==> src/rtl/group_sum_out_fifo.sv <==
// group_sum_out_fifo
// Output buffer for the group accumulator. Each incoming group sum is
// tagged with its position inside the output frame and queued in a small
// circular buffer. The head entry is presented first-word-fall-through
// from dedicated output registers, so the downstream sees stable data and
// flags without a read-address path in front of the outputs.
// The upstream cannot be stalled: a word arriving into a full buffer with
// no pop in the same cycle is dropped and recorded in a sticky flag. The
// frame index still advances for dropped words, so later frames keep
// their alignment.

module group_sum_out_fifo #(
  parameter int DW               = 16,
  parameter int H_TILE           = 1,
  parameter int P_TILE           = 1,
  parameter int DEPTH            = 4,
  parameter int GROUPS_PER_FRAME = 8,
  localparam int HPW             = H_TILE * P_TILE * DW,
  localparam int IDXW            = (GROUPS_PER_FRAME > 1) ? $clog2(GROUPS_PER_FRAME) : 1,
  localparam int AW              = $clog2(DEPTH),
  localparam int LW              = AW + 1
) (
  input  logic            clk,
  input  logic            rst,
  input  logic            valid_i,
  input  logic [HPW-1:0]  group_sum_i,
  output logic            m_valid_o,
  input  logic            m_ready_i,
  output logic [HPW-1:0]  m_data_o,
  output logic [IDXW-1:0] m_idx_o,
  output logic            m_last_o,
  output logic [LW-1:0]   level_o,
  output logic            overflow_o,
  input  logic            clear_ovf_i
);

  localparam logic [IDXW-1:0] LAST_IDX   = IDXW'(GROUPS_PER_FRAME - 1);
  localparam logic [LW-1:0]   FULL_LEVEL = LW'(DEPTH);
  localparam logic [LW-1:0]   ONE_LEVEL  = LW'(1);

  // Entry storage; contents are never cleared, only the pointers and
  // occupancy decide what is valid.
  logic [HPW-1:0]  data_mem [DEPTH];
  logic [IDXW-1:0] idx_mem  [DEPTH];

  // Pointers, occupancy and frame position.
  logic [AW-1:0]   head_reg,      head_next;
  logic [AW-1:0]   tail_reg,      tail_next;
  logic [LW-1:0]   level_reg,     level_next;
  logic [IDXW-1:0] frame_idx_reg, frame_idx_next;
  logic            overflow_reg,  overflow_next;

  // Registered copy of the head entry, driven straight to the outputs.
  logic [HPW-1:0]  out_data_reg,  out_data_next;
  logic [IDXW-1:0] out_idx_reg,   out_idx_next;
  logic            out_last_reg,  out_last_next;

  logic            push;
  logic            pop;
  logic            drop;
  logic [AW-1:0]   head_plus_one;

  // Transfer qualification. A pop frees a slot in the same cycle, so a
  // full buffer still accepts a word when the head is being taken.
  always_comb begin
    pop           = (level_reg != '0) && m_ready_i;
    push          = valid_i && ((level_reg < FULL_LEVEL) || pop);
    drop          = valid_i && !push;
    head_plus_one = head_reg + 1'b1;
  end

  // Pointer, occupancy, frame index and sticky overflow next-state.
  always_comb begin
    head_next      = head_reg;
    tail_next      = tail_reg;
    level_next     = level_reg;
    frame_idx_next = frame_idx_reg;
    overflow_next  = overflow_reg;

    if (pop) begin
      head_next = head_plus_one;
    end
    if (push) begin
      tail_next = tail_reg + 1'b1;
    end

    unique case ({push, pop})
      2'b10:   level_next = level_reg + ONE_LEVEL;
      2'b01:   level_next = level_reg - ONE_LEVEL;
      default: level_next = level_reg;
    endcase

    // Every arriving word occupies a frame slot, whether or not it is kept.
    if (valid_i) begin
      frame_idx_next = (frame_idx_reg == LAST_IDX) ? '0 : frame_idx_reg + 1'b1;
    end

    // A new drop takes precedence over a clear in the same cycle.
    if (drop) begin
      overflow_next = 1'b1;
    end else if (clear_ovf_i) begin
      overflow_next = 1'b0;
    end
  end

  // Next head entry for the output registers. After a pop the new head is
  // either the word arriving this cycle (buffer held only one entry) or
  // the next stored entry. An empty buffer presents zeros.
  always_comb begin
    out_data_next = out_data_reg;
    out_idx_next  = out_idx_reg;
    out_last_next = 1'b0;

    if (level_next == '0) begin
      out_data_next = '0;
      out_idx_next  = '0;
    end else if (pop) begin
      if (level_reg == ONE_LEVEL) begin
        out_data_next = group_sum_i;
        out_idx_next  = frame_idx_reg;
      end else begin
        out_data_next = data_mem[head_plus_one];
        out_idx_next  = idx_mem[head_plus_one];
      end
    end else if (level_reg == '0) begin
      out_data_next = group_sum_i;
      out_idx_next  = frame_idx_reg;
    end

    if (level_next != '0) begin
      out_last_next = (out_idx_next == LAST_IDX);
    end
  end

  // Write the arriving word and its frame tag at the tail slot.
  always_ff @(posedge clk) begin
    if (push && !rst) begin
      data_mem[tail_reg] <= group_sum_i;
      idx_mem[tail_reg]  <= frame_idx_reg;
    end
  end

  // Control state; reset discards everything in flight and ignores valid_i.
  always_ff @(posedge clk) begin
    if (rst) begin
      head_reg      <= '0;
      tail_reg      <= '0;
      level_reg     <= '0;
      frame_idx_reg <= '0;
      overflow_reg  <= 1'b0;
    end else begin
      head_reg      <= head_next;
      tail_reg      <= tail_next;
      level_reg     <= level_next;
      frame_idx_reg <= frame_idx_next;
      overflow_reg  <= overflow_next;
    end
  end

  // Head-entry output registers.
  always_ff @(posedge clk) begin
    if (rst) begin
      out_data_reg <= '0;
      out_idx_reg  <= '0;
      out_last_reg <= 1'b0;
    end else begin
      out_data_reg <= out_data_next;
      out_idx_reg  <= out_idx_next;
      out_last_reg <= out_last_next;
    end
  end

  assign m_valid_o  = (level_reg != '0);
  assign m_data_o   = out_data_reg;
  assign m_idx_o    = out_idx_reg;
  assign m_last_o   = out_last_reg;
  assign level_o    = level_reg;
  assign overflow_o = overflow_reg;

endmodule

==> config.mk <==
export PLATFORM = sky130hd
export DESIGN_NAME = group_sum_out_fifo
export DESIGN_NICKNAME = d
export VERILOG_FILES = /design/src/rtl/group_sum_out_fifo.sv
export SDC_FILE = /design/constraint.sdc
export NUM_CORES = 1
export LEC_CHECK = 0
export CORE_ASPECT_RATIO = 1.75
export CORE_MARGIN = 3
export CORE_UTILIZATION = 55
export DETAILED_ROUTE_END_ITERATION = 10
export GPL_ROUTABILITY_DRIVEN = 0
export PLACE_DENSITY = 0.87
export SETUP_SLACK_MARGIN = 0.3
export SLEW_MARGIN = 20
export SYNTH_ARGS = -nofsm -noshare
export SYNTH_HDL_FRONTEND = slang
export SYNTH_SLANG_ARGS = --single-unit
==> constraint.sdc <==
create_clock -name clk -period 2.6 [get_ports clk]
set_input_delay 0.26 -clock clk [delete_from_list [all_inputs] [get_ports clk]]
set_output_delay 0.26 -clock clk [all_outputs]
set_load 0.02 [all_outputs]
==> run summary <==
Status = finished clean
Yosys top cell area share = 0.519
Cell variety after synth = 41
Crit path largest cell delay = 490 ps
Antenna violations before repair = 0
Flop2flop setup slack = 330 ps
Crit Path Max Fanout = 5
Root buffer cell = clkbuf_16
Port Buf Inserts = 45
Largest net degree at the start of global routing = 33
Total congestion overflow = 0
Routed Antenna Nets = 0
CP Cell Sequence = inv_2 -> ha_4 -> and4bb_1 -> or4_4 -> nor3_4 -> a31o_4 -> buf_4 -> clkbuf_16 -> a211oi_1
CTS max path bufs = 2
Lkg Pwr = 0.00188 uW
Worst r2r src = level_o[1]$_SDFF_PP0_
Most common cell after layout, fill and taps aside = edfxtp_1
GRT Total Usage = 0.203
YS warnings = 0
Max_slew headroom = 0.630
Total power = 5470 uW
Die X = 73.6 um
Io pins = 46
Post-synthesis sequential area ratio = 0.660
Initial Util = 0.574
Pins Over Slew Limit = 0
DR pass1 iterations = 4
Top reg by flops = data_mem
CP top delay family = simple AND/OR/NAND/NOR gates
Via count = 2506
Fmax = 440 MHz
DRC = 0
Initial DRC Count = 198
Slowest CP cell = or4_4
Setup crit end kind = flip-flop
Setup crit start = level_o[1]$_SDFF_PP0_
Yosys reg bits = 107
Min Tclk post-route = 2270 ps
WHS Endpoint = overflow_o$_SDFFE_PP0P_
Worst Tran Pin Value = 556 ps
Max Cap Viol = 0
Worst Skew = 7.14 ps
Post-synth EDFFs = 76
Critical setup path kind = flip-flop to flip-flop
FP Rows = 42
CP arrival = 2480 ps
RSZ-0062 raised after global routing = yes
Total CTS buffers = 9
Reg2reg path depth = 9
H-tree depth = 3
Worst Min Path Start = overflow_o$_SDFFE_PP0P_
First-pass GRT wire length = 13800 um
Syn Nets = 302
Full die area = 0.00915 mm2
Core Area = 0.00767 mm2
Routed WL per cell = 20.0 um
Max reg flops = 64
Cell taking the most area after synthesis = edfxtp_1
Hpwl dp = 5370 um
Share of flip-flops with an asynchronous set or reset = 0
Most frequent cells in the layout = edfxtp_1, clkdlybuf4s50_1, nor2_1
Die Height = 124 um
Share of cells above drive strength 1 = 0.223
Routed wire length = 8520 um
Final hold vios = 0
Worst hold path stage count = 2
Hold WC Path Type = flip-flop to flip-flop
CTS tree = built
Clock-pin slew on the worst setup and hold paths = 60 ps
Buffer and inverter count on the worst path = 3
Synthesized cell area = 0.00440 mm2
Reg2reg end = m_data_o[4]$_SDFFE_PP0P_
Final setup fails = 0
Peak supply drop = 0.000817 V
Main synth FF type = edfxtp_1
Area grow syn2layout = 23.1%
# hold bufs at CTS = 0
Top post-synthesis cells by area = edfxtp_1, dfxtp_1, mux4_2
Vias in the first global route = 2715
Syn avg cell area = 16.2 um2
Clk Latency, worst-skew pair = 340 ps
Cells after Synth = 271
Vias per inst = 5.90
Num Clock Sinks = 107
# nets final = 363
Antenna Cells = 0
Power Dens Cells = 1010 mW/mm2
Startpoint types = flip-flop
Worst EP required = 2810 ps
Setup TNS = 0 ps
Period utilization = 0.874
Fillers = 499
-- cells by family after synthesis --
logic type | Yosys count | share of synthesized area
xor gates and xnor gates | 4 | 0.00796
buffers and inverters | 21 | 0.0270
adders and majority gates | 10 | 0.0284
AOI/OAI and AO/OA | 32 | 0.0617
and+or+nand+nor | 59 | 0.0731
muxes | 38 | 0.142
DFF | 107 | 0.660
-- worst max-delay path by stage --
stage                     slack (ps)                         to  cells past startpoint
after floorplan                  390        m_last_o$_SDFF_PP0_                      8
after global placement           290        m_last_o$_SDFF_PP0_                      7
after detailed placement         220   m_data_o[1]$_SDFFE_PP0P_                      7
after CTS                        350  m_data_o[11]$_SDFFE_PP0P_                      8
after global routing             260  m_data_o[11]$_SDFFE_PP0P_                      8
final                            330   m_data_o[4]$_SDFFE_PP0P_                      9
-- worst register-to-register path, stage by stage (launching register included) --
cell       delay [ps]
dfxtp_4           370
inv_2              60
ha_4              270
and4bb_1          210
or4_4             490
nor3_4            220
a31o_4            190
buf_4             140
clkbuf_16         150
a211oi_1           40
-- timing repair --
action,in CTS,in global routing
resized for setup,4,4
cloned,1,1
setup endpoints to repair,15,21
setup buffers,1,3
pin swaps,2,2
-- cells in the mapped netlist (3+ instances only) --
| master | number |
|---|---|
| a211oi_1 | 7 |
| a211oi_2 | 9 |
| a21oi_1 | 8 |
| a222oi_1 | 3 |
| and2_1 | 4 |
| buf_2 | 5 |
| buf_6 | 3 |
| clkbuf_1 | 6 |
| dfxtp_1 | 31 |
| edfxtp_1 | 76 |
| ha_1 | 10 |
| inv_1 | 6 |
| mux2i_1 | 19 |
| mux4_2 | 17 |
| nand2_1 | 3 |
| nand2b_1 | 3 |
| nor2_1 | 33 |
-- metrics by stage --
| stage | area (um2) | util | std cells | setup slack (ps) | hold slack, ps |
|---|---|---|---|---|---|
| 2_1_floorplan | 4400 | - | 271 | 388 | 329 |
| 3_3_place_gp | 5000 | 0.651 | 403 | 292 | 459 |
| 3_5_place_dp | 5000 | 0.651 | 403 | 217 | 478 |
| 4_1_cts | 5360 | 0.699 | 421 | 345 | 492 |
| 5_1_grt | 5420 | 0.706 | 425 | 262 | 517 |
| 6_report | 5420 | 0.706 | 425 | 328 | 481 |
-- per-layer routing --
metal	vias up	global-route usage	share of wire
li1	1165	-	-
met1	1262	0.244	0.38
met2	62	0.335	0.55
met3	17	0.0452	0.041
met4	0	0.102	0.024
met5	-	0	0
-- layout make-up --
class	count	area (um2)	area share
clock buffer	10	239	0.0441
clock inverter	6	55.1	0.0102
inverter	6	22.5	0.00416
multi-input combinational	143	1410	0.261
sequential	107	2910	0.537
tap	88	110	0.0203
timing repair buffer	65	668	0.123
-- power breakdown --
group / leakage, uW / internal, uW / switching (uW)
sequential: 0.000947 / 2030 / 151
combinational: 0.000788 / 981 / 994
clock: 0.000143 / 762 / 554
Note: power is estimated with default switching activity, not from simulation.
